## config.mk

```make
export PLATFORM = sky130hd
export DESIGN_NAME = addsub_serial_ctrl
export DESIGN_NICKNAME = d
export VERILOG_FILES = /design/src/rtl/addsub_serial_ctrl.sv
export SDC_FILE = /design/constraint.sdc
export NUM_CORES = 1
export LEC_CHECK = 0
export BUFFER_PORTS_ARGS = -buffer_cell sky130_fd_sc_hd__buf_4
export CAP_MARGIN = 0
export CORE_MARGIN = 1
export CORE_UTILIZATION = 44
export CTS_BUF_LIST = sky130_fd_sc_hd__clkbuf_4 sky130_fd_sc_hd__clkbuf_8
export DETAILED_ROUTE_END_ITERATION = 8
export HOLD_SLACK_MARGIN = 0.1
export PLACE_DENSITY = 0.66
export SYNTH_ARGS = -nofsm -noshare
export SYNTH_HDL_FRONTEND = slang
export SYNTH_SLANG_ARGS = --single-unit
```

## constraint.sdc

```tcl
create_clock -name clk -period 5.6 [get_ports clk]
set_input_delay 0.56 -clock clk [delete_from_list [all_inputs] [get_ports clk]]
set_output_delay 0.56 -clock clk [all_outputs]
set_load 0.005 [all_outputs]
```

## src/rtl/addsub_serial_ctrl.sv

```systemverilog
// addsub_serial_ctrl: nibble-serial wide add/subtract controller.
// One 4-bit slice is reused NIBBLES times, LS nibble first, with the
// inter-nibble carry held in a register. Requests and results each use
// a valid/ready handshake; the result is held stable until it is taken.

// 4-bit add/subtract slice. On subtract b is inverted here and the caller
// injects the +1 through cin. c3 is the carry into bit 3, which the
// controller uses to derive signed overflow on the top nibble.
module addsub_nibble (
   input  logic [3:0] a,
   input  logic [3:0] b,
   input  logic       sub,
   input  logic       cin,
   output logic [3:0] sum,
   output logic       cout,
   output logic       c3
);
   logic [3:0] b_eff;
   logic [3:0] lo;
   logic [4:0] full;

   assign b_eff = b ^ {4{sub}};
   assign lo    = {1'b0, a[2:0]} + {1'b0, b_eff[2:0]} + {3'b000, cin};
   assign full  = {1'b0, a} + {1'b0, b_eff} + {4'b0000, cin};
   assign sum   = full[3:0];
   assign cout  = full[4];
   assign c3    = lo[3];
endmodule

module addsub_serial_ctrl #(
   parameter int NIBBLES = 4
) (
   input  logic                   clk,
   input  logic                   rst,
   input  logic                   in_valid,
   output logic                   in_ready,
   input  logic [4*NIBBLES-1:0]   a,
   input  logic [4*NIBBLES-1:0]   b,
   input  logic                   mode,
   output logic                   out_valid,
   input  logic                   out_ready,
   output logic [4*NIBBLES-1:0]   result,
   output logic                   cout,
   output logic                   ovf,
   output logic                   zero
);
   localparam int W     = 4 * NIBBLES;
   localparam int IDX_W = (NIBBLES > 1) ? $clog2(NIBBLES) : 1;
   localparam logic [IDX_W-1:0] LAST = IDX_W'(NIBBLES - 1);

   typedef enum logic [1:0] {IDLE, RUN, DONE} state_t;

   state_t           state;
   logic [W-1:0]     a_q;
   logic [W-1:0]     b_q;
   logic             mode_q;
   logic             carry_q;
   logic [IDX_W-1:0] idx_q;
   logic [W-1:0]     result_q;
   logic             cout_q;
   logic             ovf_q;
   logic             zero_q;
   logic             in_ready_q;
   logic             out_valid_q;

   // Slice operand selection for the nibble currently being processed.
   logic [IDX_W+1:0] nib_lsb;
   logic [3:0]       a_nib;
   logic [3:0]       b_nib;
   logic [3:0]       nib_sum;
   logic             nib_cout;
   logic             nib_c3;
   logic [W-1:0]     res_next;

   assign nib_lsb = {idx_q, 2'b00};
   assign a_nib   = a_q[nib_lsb +: 4];
   assign b_nib   = b_q[nib_lsb +: 4];

   addsub_nibble u_slice (
      .a    (a_nib),
      .b    (b_nib),
      .sub  (mode_q),
      .cin  (carry_q),
      .sum  (nib_sum),
      .cout (nib_cout),
      .c3   (nib_c3)
   );

   // Result word with the current nibble merged in; on the last nibble this
   // is the complete answer, so the zero flag is taken from it directly.
   always_comb begin
      res_next = result_q;
      res_next[nib_lsb +: 4] = nib_sum;
   end

   // Control FSM with operand/carry/result registers and registered handshakes.
   always_ff @(posedge clk) begin
      if (rst) begin
         state       <= IDLE;
         a_q         <= '0;
         b_q         <= '0;
         mode_q      <= 1'b0;
         carry_q     <= 1'b0;
         idx_q       <= '0;
         result_q    <= '0;
         cout_q      <= 1'b0;
         ovf_q       <= 1'b0;
         zero_q      <= 1'b0;
         in_ready_q  <= 1'b1;
         out_valid_q <= 1'b0;
      end else begin
         case (state)
            IDLE: begin
               if (in_valid && in_ready_q) begin
                  a_q        <= a;
                  b_q        <= b;
                  mode_q     <= mode;
                  carry_q    <= mode;  // +1 of the two's complement on subtract
                  idx_q      <= '0;
                  in_ready_q <= 1'b0;
                  state      <= RUN;
               end
            end
            RUN: begin
               result_q <= res_next;
               carry_q  <= nib_cout;
               idx_q    <= idx_q + IDX_W'(1);
               if (idx_q == LAST) begin
                  cout_q      <= nib_cout;
                  ovf_q       <= nib_c3 ^ nib_cout;
                  zero_q      <= (res_next == '0);
                  idx_q       <= '0;
                  out_valid_q <= 1'b1;
                  state       <= DONE;
               end
            end
            DONE: begin
               if (out_ready) begin
                  out_valid_q <= 1'b0;
                  in_ready_q  <= 1'b1;
                  state       <= IDLE;
               end
            end
            default: begin
               out_valid_q <= 1'b0;
               in_ready_q  <= 1'b1;
               state       <= IDLE;
            end
         endcase
      end
   end

   assign in_ready  = in_ready_q;
   assign out_valid = out_valid_q;
   assign result    = result_q;
   assign cout      = cout_q;
   assign ovf       = ovf_q;
   assign zero      = zero_q;
endmodule
```

==> results.yml <==
outcome:
  status: "finished clean"
die:
  dieArea_sq_um: 6640
  die_h_um: 81.5
  rows: 28
  core_area_sq_um: 5990
  dieWidth_um: 81.5
  ioPinCount: 58
  initial_core_util: 0.464
power:
  power_switching_w: 0.000270
  finalPower_w: 0.00101
  ir_drop_mv: 0.232
  pwr-share-comb: 0.162
  power_density_nw_per_um2: 295
  power.internal_w: 0.000737
  p_leak_nw: 1.40
  p_seq_frac: 0.459
  pwr-share-clk: 0.379
  power.share.switching: 0.268
placed_design:
  postPlaceCellArea_sq_um: 3220
  dp_hpwl_um: 4190
  gp_congestion: 0.834
  port_buffers: 57
logic_synthesis:
  synth.yosys.seq_area_share: 0.425
  synth_warnings: 0
  avgSynthCellArea_sq_um: 8.53
  post_synth_num_cell_types: 42
  postSynthCellCount: 326
  ys_ff_latch: 59
  syn_nets: 374
  syn-cell-area_sq_um: 2780
sta:
  fin_tns_setup_ns: 0
  min_period_over_period: 0.719
  timing.fmax_mhz: 248
  period_needed_ns: 4.03
  worstMarginPinSlew_ns: 1.06
  slew_headroom: 0.290
  finalSetupViolations: 0
  rsz0062_at_grt: "no"
  fin_skew_ns: 0.00879
  slew_violations: 0
  final-hold-violation-count: 0
worst_setup_path:
  crit_path_start: "idx_q[0]$_SDFFE_PP0P_"
  critPathKind: "register to register"
  endpoint: "zero$_SDFFE_PP0P_"
  r2r-end: "zero$_SDFFE_PP0P_"
  crit_fanout: 21
  worstPathRequired_ns: 5.86
  arrival_ns: 4.29
  reg2reg_depth: 9
  endpoint_kind: "register"
  start_kind: "register"
  rrSetupSlack_ns: 1.57
  r2r_start: "idx_q[0]$_SDFFE_PP0P_"
flow_run:
  maxCapViolCount: 0
detailed_routing:
  wl_per_cell_um: 13.3
  route.detailed.drc: 0
  ant_nets: 0
  drtIter0Drc: 141
  drt_pre_antenna_iters: 4
  dr_total_vias: 2412
  wl_um: 6060
  vias_per_cell: 5.31
global_route:
  grt_max_degree: 60
  grt_usage: 0.207
  grt_pass1_wl_um: 10300
  overflow: 0
  antenna_found_initial: 0
  grt_pass1_vias: 2278
clock_tree:
  cts_tree: "built"
  cts_hold_buffers: 0
  clock_path_buffers: 2
  cts_resized: 0
  cts.sinks: 59
  cts-buffers-inserted: 9
  post_cts_buffers: 0
  clkSlewWorstSetupHoldPaths_ns: 0.07
  clock_latency_ns: 0.34
  htreeDepth: 3
  cts_root_buffer: "clkbuf_8"
layout:
  final_util: 0.571
  nNetsFinal: 422
  drive_above_1_share: 0.227
  syn2layout_area_growth_pct: 23.0
  diodes: 0
  fillers: 560
  fin_area_sq_um: 3420
worst_hold_path:
  hold_path_class: "register to register"
[logic make-up (layout without fill, tap and decap cells)]
kind of cell | count (synthesis) | in the layout | share of synthesized area
mux | 10 | 10 | 0.0770
buf+inv | 29 | 82 | 0.0423
simple gates | 137 | 137 | 0.215
compound gates | 73 | 73 | 0.164
xor+xnor | 7 | 7 | 0.0221
flops | 59 | 59 | 0.425
fa+ha+maj | 11 | 11 | 0.0549
[layer usage]
layer	track usage	wire length, um	vias to the layer above
li1	-	-	1225
met1	0.261	2890	1110
met2	0.324	2780	68
met3	0.0644	298	9
met4	0.0875	85	0
met5	0	0	-
[cells in the mapped netlist, drive strengths merged]
| master | count | area (sq um) |
|---|---|---|
| buf | 3 | 20.0 |
| nor3b | 1 | 7.51 |
| inv | 8 | 30.0 |
| o2111ai | 1 | 8.76 |
| fa | 2 | 40.0 |
| o221ai | 1 | 8.76 |
| mux2 | 2 | 22.5 |
| a31oi | 4 | 31.3 |
| ha | 9 | 113 |
| or4 | 1 | 11.3 |
| and4bb | 1 | 12.5 |
| nand2 | 79 | 299 |
| nor2 | 30 | 113 |
| nand2b | 3 | 18.8 |
| dfxtp | 59 | 1180 |
| a32oi | 4 | 35.0 |
| clkbuf | 18 | 67.6 |
| and4 | 1 | 10.0 |
| o21bai | 1 | 7.51 |
| mux4 | 8 | 191 |
| o31ai | 1 | 12.5 |
| o22ai | 1 | 6.26 |
| xor2 | 5 | 43.8 |
| a22oi | 6 | 45.0 |
| o21ai | 2 | 10.0 |
| a211oi | 6 | 45.0 |
| nor3 | 2 | 10.0 |
| a41oi | 2 | 17.5 |
| and3 | 2 | 12.5 |
| xnor2 | 2 | 17.5 |
| nand4 | 1 | 6.26 |
| nor4 | 1 | 6.26 |
| a311oi | 2 | 17.5 |
| nor2b | 12 | 75.1 |
| a21oi | 42 | 210 |
| and2 | 1 | 6.26 |
| nand3 | 2 | 10.0 |
[flip-flops by register name (all words and copies together) (netlist names)]
name       cells
mode_q         1
result        16
zero           1
state          2
cout           1
b_q           16
in_ready       1
out_valid      1
ovf            1
a_q           16
carry_q        1
idx_q          2
[power by group through the flow]
stage | registers [W] | logic, W | clock network, W
2_1_floorplan | 0.000463 | 0.000117 | 0
3_3_place_gp | 0.000471 | 0.000161 | 0
3_5_place_dp | 0.000471 | 0.000162 | 0
4_1_cts | 0.000462 | 0.000163 | 0.000394
5_1_grt | 0.000466 | 0.000183 | 0.000415
6_report | 0.000462 | 0.000163 | 0.000382
[metrics by stage]
step / setup slack [ns] / std cells / hold slack (ns)
after floorplan: 2.27 / 326 / 0.432
after global placement: 1.71 / 438 / 0.443
after detailed placement: 1.63 / 438 / 0.445
after CTS: 1.60 / 454 / 0.445
after global routing: 1.35 / 454 / 0.460
final: 1.57 / 454 / 0.451
[layout by cell type (no fill, tap or decap), types with 2 or more instances in the layout]
cell type and count:
dfxtp_1 59, and3_1 2, nand2_1 78, inv_1 8, xor2_1 5, o21ai_0 2, a311oi_1 2, xnor2_1 2
clkbuf_8 10, buf_4 58, mux4_2 5, nor3_1 2, nor2b_1 12, ha_1 9, mux4_1 3, nand2b_1 3
clkinv_2 3, a211oi_1 6, nand3_1 2, a32oi_1 4, fa_1 2, a31oi_1 3, a22oi_1 6, nor2_1 30
a21oi_1 42, a41oi_1 2, mux2_2 2
[worst min-delay path by stage]
stage                         start  slack, ns  cells after the start                   end
5_1_grt                        b[5]       0.46                      3   b_q[5]$_SDFFE_PP0P_
3_5_place_dp   a_q[10]$_SDFFE_PP0P_       0.45                      2  a_q[10]$_SDFFE_PP0P_
6_report       b_q[12]$_SDFFE_PP0P_       0.45                      2  b_q[12]$_SDFFE_PP0P_
4_1_cts                        a[2]       0.45                      3   a_q[2]$_SDFFE_PP0P_
2_1_floorplan   b_q[4]$_SDFFE_PP0P_       0.43                      2   b_q[4]$_SDFFE_PP0P_
3_3_place_gp   b_q[12]$_SDFFE_PP0P_       0.44                      2  b_q[12]$_SDFFE_PP0P_
[area by class of cell]
type	instances	area (sq um)	share of cell area
clock inverter	5	52.6	0.0154
timing repair buffer	58	435	0.127
clock buffer	11	145	0.0424
tap	75	93.8	0.0274
inverter	8	30.0	0.00878
sequential	59	1180	0.345
multi-input combinational	238	1480	0.433
[worst max-delay path, cell delays in order (launching register included)]
cell	delay (ns)
dfxtp_1	0.93
mux4_1	0.66
xnor2_1	0.15
fa_1	0.42
fa_1	0.56
nor2_1	0.10
a41oi_1	0.27
nand4_1	0.11
or4_4	0.52
o31ai_2	0.20
(Power assumes the default switching activity.)
